`src/rtl/add_digit_serial_pkg.sv`:
```
// Shared types and elaboration helpers for the digit-serial adder.
// Imported by the top level and the per-digit adder.
package add_digit_serial_pkg;

    typedef enum logic [1:0] {
        IDLE = 2'd0,
        BUSY = 2'd1,
        DONE = 2'd2
    } state_e;

    function automatic int ndig(input int width, input int digit);
        return width / digit;
    endfunction

    // A single-digit configuration still needs a one-bit counter.
    function automatic int cnt_w(input int n);
        return (n <= 1) ? 1 : $clog2(n);
    endfunction

endpackage

```
`src/rtl/add_digit_serial_digit.sv`:
```
// One DIGIT-bit ripple slice; the top level time-multiplexes it
// across all digits of the operands.
module add_digit #(
    parameter int DIGIT = 4
) (
    input  logic [DIGIT-1:0] a,
    input  logic [DIGIT-1:0] b,
    input  logic             cin,
    output logic [DIGIT-1:0] s,
    output logic             cout
);

    logic [DIGIT:0] sum_w;

    always_comb begin
        sum_w = {1'b0, a} + {1'b0, b} + {{DIGIT{1'b0}}, cin};
    end

    assign s    = sum_w[DIGIT-1:0];
    assign cout = sum_w[DIGIT];

endmodule

```
`src/rtl/add_digit_serial.sv`:
```
// Digit-serial adder: SUM = A + B + CI computed DIGIT bits per clock,
// least-significant digit first, with valid/ready on both sides.
module add_digit_serial
    import add_digit_serial_pkg::*;
#(
    parameter int WIDTH = 8,
    parameter int DIGIT = 4
) (
    input  logic             clk,
    input  logic             rst,
    input  logic             in_valid,
    output logic             in_ready,
    input  logic [WIDTH-1:0] A,
    input  logic [WIDTH-1:0] B,
    input  logic             CI,
    output logic             out_valid,
    input  logic             out_ready,
    output logic [WIDTH-1:0] SUM,
    output logic             CO
);

    localparam int NDIG = ndig(WIDTH, DIGIT);
    localparam int CW   = cnt_w(NDIG);

    if (WIDTH % DIGIT != 0) begin : g_bad_digit
        $error("add_digit_serial: WIDTH must be a multiple of DIGIT");
    end

    state_e           state_q, state_d;
    logic [CW-1:0]    cnt_q, cnt_d;
    logic             carry_q, carry_d;
    logic [WIDTH-1:0] a_q, a_d;
    logic [WIDTH-1:0] b_q, b_d;
    logic [WIDTH-1:0] sum_q, sum_d;
    logic             co_q, co_d;
    logic             out_valid_q, out_valid_d;

    logic [DIGIT-1:0] a_dig;
    logic [DIGIT-1:0] b_dig;
    logic [DIGIT-1:0] s_dig;
    logic             c_dig;
    logic             last_dig;

    // Operand slice selected by the digit counter.
    always_comb begin
        a_dig = '0;
        b_dig = '0;
        for (int i = 0; i < NDIG; i++) begin
            if (cnt_q == CW'(i)) begin
                a_dig = a_q[i*DIGIT +: DIGIT];
                b_dig = b_q[i*DIGIT +: DIGIT];
            end
        end
    end

    add_digit #(
        .DIGIT (DIGIT)
    ) u_digit (
        .a    (a_dig),
        .b    (b_dig),
        .cin  (carry_q),
        .s    (s_dig),
        .cout (c_dig)
    );

    assign last_dig = (cnt_q == CW'(NDIG - 1));

    always_comb begin
        state_d     = state_q;
        cnt_d       = cnt_q;
        carry_d     = carry_q;
        a_d         = a_q;
        b_d         = b_q;
        sum_d       = sum_q;
        co_d        = co_q;
        out_valid_d = out_valid_q;
        unique case (state_q)
            IDLE: begin
                out_valid_d = 1'b0;
                if (in_valid) begin
                    a_d     = A;
                    b_d     = B;
                    carry_d = CI;
                    cnt_d   = '0;
                    state_d = BUSY;
                end
            end
            BUSY: begin
                for (int i = 0; i < NDIG; i++) begin
                    if (cnt_q == CW'(i)) begin
                        sum_d[i*DIGIT +: DIGIT] = s_dig;
                    end
                end
                carry_d = c_dig;
                if (last_dig) begin
                    co_d        = c_dig;
                    cnt_d       = '0;
                    out_valid_d = 1'b1;
                    state_d     = DONE;
                end else begin
                    cnt_d = cnt_q + CW'(1);
                end
            end
            DONE: begin
                if (out_ready) begin
                    out_valid_d = 1'b0;
                    state_d     = IDLE;
                end
            end
            default: begin
                out_valid_d = 1'b0;
                state_d     = IDLE;
            end
        endcase
    end

    always_ff @(posedge clk) begin
        if (rst) begin
            state_q     <= IDLE;
            cnt_q       <= '0;
            carry_q     <= 1'b0;
            a_q         <= '0;
            b_q         <= '0;
            sum_q       <= '0;
            co_q        <= 1'b0;
            out_valid_q <= 1'b0;
        end else begin
            state_q     <= state_d;
            cnt_q       <= cnt_d;
            carry_q     <= carry_d;
            a_q         <= a_d;
            b_q         <= b_d;
            sum_q       <= sum_d;
            co_q        <= co_d;
            out_valid_q <= out_valid_d;
        end
    end

    // Ready follows IDLE directly so it rises on the first cycle out of reset.
    assign in_ready  = (state_q == IDLE) && !rst;
    assign out_valid = out_valid_q;
    assign SUM       = sum_q;
    assign CO        = co_q;

endmodule

```
`config.mk`:
```
export PLATFORM = sky130hd
export DESIGN_NAME = add_digit_serial
export DESIGN_NICKNAME = d
export VERILOG_FILES = /design/src/rtl/add_digit_serial_pkg.sv /design/src/rtl/add_digit_serial_digit.sv /design/src/rtl/add_digit_serial.sv
export SDC_FILE = /design/constraint.sdc
export NUM_CORES = 1
export LEC_CHECK = 0
export BUFFER_PORTS_ARGS = -buffer_cell sky130_fd_sc_hd__buf_2
export CORE_MARGIN = 5
export CORE_UTILIZATION = 58
export CTS_BUF_LIST = sky130_fd_sc_hd__clkbuf_2
export DETAILED_ROUTE_END_ITERATION = 7
export GPL_ROUTABILITY_DRIVEN = 0
export PLACE_DENSITY = 0.89
export REMOVE_ABC_BUFFERS = 1
export SYNTH_ARGS = -nofsm -noshare
export SYNTH_HDL_FRONTEND = slang
export SYNTH_SLANG_ARGS = --single-unit
```
`constraint.sdc`:
```
create_clock -name clk -period 5.5 [get_ports clk]
set_input_delay 0.55 -clock clk [delete_from_list [all_inputs] [get_ports clk]]
set_output_delay 0.55 -clock clk [all_outputs]
set_load 0.01 [all_outputs]
```
# Word-level counts from Yosys, hierarchy flattened
# Index checks and enable logic that the tools add are counted.
# op_classes
bitwise_logic	1
n_eq_ne	5
muxes	14
reduce_logical	10
n_addsub	3
# op_table
cell	n
AND reduction 2 bit	5
2-to-1 mux 4 bit	2
2-to-1 mux 2 bit	3
!= test 2 bit (second input constant)	3
one-hot mux 1 bit (2 select lines)	3
one-hot mux 2 bit (3 select lines)	1
adder 4 x 4 -> 5 bit	1
adder 5 x 1 -> 5 bit	1
2-to-1 mux 1 bit	5
AND reduction 3 bit	1
== test 2 x 1 -> 1 bit (second input constant)	1
== test 2 bit (second input constant)	1
logical NOT 2 bit	1
nonzero test 2 bit	1
adder 1 bit (second input constant)	1
logical AND 1 bit	1
logical NOT 1 bit	1
NOT 1 bit	1
# word_totals
input_bits	21
word_cells	42
regBits	30

# Logic depth before layout (Yosys ltp)
# depth
word_depth	4
mapped_depth	8

# Hierarchy
# Synthesis repeated with hierarchy kept, for this count alone.
# unflattened
cells_unflattened	152
area_unflattened_um2	1376.3
# modules_own_cells
mod	area_per_inst_um2	cells_each	n_inst	seq_area_each_um2
add_digit_serial	1232.4	136	1	600.6
add_digit	143.9	16	1	0.0

# Worst setup path after synthesis
# No wires, ideal clock.
# synth_timing
path_type	reg2reg
start	reg cnt_q
end	reg carry_q
synth_period_minus_slack_ns	2.160
slack_ns	3.340
path_stages_with_launch	9
arrival_ns	2.027
required_time_ns	5.367
setup_ns	0.133
cell_sequence	dfxtp_1 -> buf_2 -> mux2i_1 -> fa_1 -> inv_1 -> fa_1 -> a21o_1 -> a211oi_1 -> a311oi_1
# synth_between
elab_chain_len	4
word_cells_on_any_way	5
classes_between	add/sub (2); mux (3)
# synth_rtl
item	line_no	rtl
start: declaration	add_digit_serial.sv:30	logic [CW-1:0] cnt_q, cnt_d;
start signal: assignment	add_digit_serial.sv:129	cnt_q <= cnt_d;
2-to-1 mux 4 bit	add_digit_serial.sv:49	if (cnt_q == CW'(i)) begin
adder 4 x 4 -> 5 bit (*)	add_digit_serial_digit.sv:16	sum_w = {1'b0, a} + {1'b0, b} + {{DIGIT{1'b0}}, cin};
adder 5 x 1 -> 5 bit (*)	add_digit_serial_digit.sv:16	
one-hot mux 1 bit (2 select lines) (*)	add_digit_serial.sv:77	unique case (state_q)
end signal: assignment	add_digit_serial.sv:130	carry_q <= carry_d;
end: declaration	add_digit_serial.sv:31	logic carry_q, carry_d;
# Mark *: on every way between the ends. The rest lies on a longest branch, timed or not.
# A chain may end at the register's enable or synchronous reset.

# Worst setup path after layout
# Same ends and word-level chain as after synthesis.

==> parameters.txt <==
Parameter                              Value

Pwr
  Cell area power density    ~270 nW/um2
  Leak    0.000665 uW
  Peak supply drop    roughly 0.21 mV

Placement
  Cell area reported after detailed placement    1500 um2
  Port bufs    31
  Worst Setup Slack post-DPL    3040 ps
  Total half-perimeter wirelength after legalization and detailed placement    2.14 mm

GRT
  Antenna violations before repair    0
  First-pass GRT wire length    4.69 mm
  Combined global-route utilization of all metal layers    18.0%
  Grt ovf    0
  Via count of the first global-routing pass    1,163
  Maximum number of pins on one net before global-route repair    34

Clock network
  Post-CTS setup repair buffer count    0
  TritonCTS clock tree    yes
  Post-cts resize count    0
  Clock latency on the worst-skew pair    370 ps
  Number of buffers inserted by hold repair at cts    0
  Root buffer cell    clkbuf_2
  Total clock sinks    30
  Number of buffers between clock root and the deepest sink    2
  Clock edge transition at the registers on the reported setup and hold paths    between 100 and 150 ps
  Level count of the clock H-tree    2
  Number of clock buffers inserted by TritonCTS    5

Layout
  Fill cell count    201
  Final core occ    68.2%
  Post-Layout Inst Area    1540 um2
  Layout overhead on the synthesized area    10.9%
  Most used cells in the layout excluding fill and tap cells    36 x nand2_1, 31 x buf_2, 30 x dfxtp_1
  Number of nets in the final layout    209
  Most frequent standard cell in the layout excluding fill and tap cells    nand2_1
  Diodes inserted    0
  Fraction of final layout cells with drive strength greater than 1    25.1%

STA
  Period utilization    45.2%
  Max-slew headroom at the worst pin    57.5%
  Setup repair after global routing missed its margin    false
  Accumulated negative setup slack    0 ps
  Highest Clock Rate    0.403 GHz
  Final Max Slew Viols    0
  Setup Skew    11.3 ps
  Final setup viols    0
  Transition time of the tightest slew-check pin    638 ps
  Min Clock Period, post-route    2480 ps
  Number of hold violations in the final report    0
  Worst setup slack after layout    3020 ps

Synthesis
  Area contributors post-synth    dfxtp_1 43%, nand2_1 9.7%, a21oi_1 7.6%, mux2_2 4.9%, mux2i_1 3.6%
  Share of synthesized registers carrying an async set or reset    0%
  Register bit count reported by yosys    30
  Synthesized instance count    155
  Number of synthesized flops with an enable pin    0
  Register area share after synthesis    43.3%
  Post-synth cell types    30
  Syn Area/Cell    8.94 um2
  Post-synthesis cell area    about 1400 um2
  Area share of the leading cell type in the synthesized netlist    43.3%
  Primary FF master, synth    dfxtp_1
  Library cell occupying the most area in the post-synthesis netlist    dfxtp_1
  Count of yosys warnings during synthesis    0

Floorplan
  Number of I/O pins    32
  DIE WIDTH    58.9 um
  Chip Height    58.9 um
  Initial core utilization    61.5%
  Die area    3470 um2
  Area of the core    approximately 2300 um2
  Number of placement rows    17

Routing
  Detailed Route WL    2.90 mm
  Antenna viol nets, final    0
  Post-route DRC violation count    0
  DR vias    1,150
  Number of iterations in the first detailed-routing pass    4
  Average wire per standard cell    13.7 um
  First-iteration detailed-routing DRC count    35
  Detail-routed via count per cell    roughly 5.5

Worst setup path
  Sort of element at the end of the critical path    register
  Arr. time, crit path    2730 ps
  Setup crit start kind    register
  Worst Path Class, Setup    register to register
  Data required time of the worst path    5740 ps
  Capture instance of the worst register-to-register path    carry_q
  Worst R2R Setup Slack    roughly 3000 ps
  Reg-to-reg critical path startpoint    cnt_q
  Critical Path Fanout Max    13
  Launching element of the worst setup path    cnt_q
  Termination of the worst setup path    carry_q
  Worst reg-to-reg path cell count    7

Status
  Outcome    complete, no violations

Flow run
  Max-cap violations    0

Worst hold path
  Hold Path Class    input pin to register
[synthesized netlist by cell type (2+ instances only)]
library cell / n
dfxtp_1: 30
nand4_1: 2
nand2_1: 36
o21bai_1: 2
o221ai_1: 2
mux2i_1: 5
buf_2: 2
inv_1: 3
clkbuf_1: 3
fa_1: 2
nor2_1: 11
a211oi_1: 6
nor3b_4: 2
nor3_1: 2
ha_1: 3
mux2_2: 6
buf_6: 2
nand2b_1: 3
a21oi_1: 21
buf_4: 2
[per-stage QoR]
| step | hold WS, ps | instances | power, uW |
|---|---|---|---|
| 2_1_floorplan | 427 | 145 | 292 |
| 3_3_place_gp | 444 | 204 | 315 |
| 3_5_place_dp | 450 | 204 | 320 |
| 4_1_cts | 379 | 211 | 419 |
| 5_1_grt | 376 | 211 | 437 |
| 6_report | 397 | 211 | 416 |
[worst min path at each step]
stage,from,to,slack (ps),depth (start not counted)
after floorplan,a_q[5],a_q[5],430,2
after global placement,b_q[7],b_q[7],440,2
after detailed placement,b_q[4],b_q[4],450,2
after CTS,A[3],a_q[3],380,3
after global routing,A[3],a_q[3],380,3
final,B[4],b_q[4],400,3
[cell families (layout without fill, tap and decap cells)]
| logic type | count (synthesis) | after routing | share of synthesized area, % |
|---|---|---|---|
| and+or+nand+nor | 62 | 62 | 21.5 |
| AOI/OAI and AO/OA | 33 | 33 | 14.4 |
| DFF | 30 | 30 | 43.3 |
| buffers and inverters | 13 | 41 | 6.14 |
| muxes | 11 | 11 | 8.48 |
| adders and majority gates | 5 | 5 | 5.60 |
| xor gates and xnor gates | 1 | 1 | 0.632 |
[flip-flops by register name (all words and copies together), names as in the netlist]
signal,cells
carry_q,1
SUM,8
b_q,8
out_valid,1
state_q,2
CO,1
a_q,8
cnt_q,1
[critical path, cell delays in order, from the launching register on]
cell and delay, ps:
dfxtp_1 730, mux2i_1 320, fa_1 220, inv_1 60, fa_1 460, a21o_1 220, a211oi_1 270, a311oi_1 80
[routing by layer]
layer / track usage [%] / share of wire [%] / vias up
li1: - / - / 583
met1: 18.2 / 43 / 524
met2: 30.9 / 48 / 34
met3: 7.24 / 6.8 / 9
met4: 10.4 / 2.5 / 0
met5: 0 / 0 / -
[cell type report]
| type | count | area, um2 | share of cell area [%] |
|---|---|---|---|
| inverter | 3 | 11.3 | 0.732 |
| multi-input combinational | 112 | 701 | 45.6 |
| clock buffer | 5 | 25.0 | 1.63 |
| timing repair buffer | 31 | 155 | 10.1 |
| tap | 28 | 35.0 | 2.28 |
| clock inverter | 2 | 10.0 | 0.651 |
| sequential | 30 | 601 | 39.1 |
[where the power goes]
part	internal, uW	total [uW]	switching (uW)	leakage (uW)
Clock	27.4	101	73.1	0.0000286
Combinational	32.9	72.5	39.7	0.000391
Sequential	231	242	11.5	0.000246
Total	291	416	124	0.000665
Note: power is estimated with default switching activity, not from simulation.
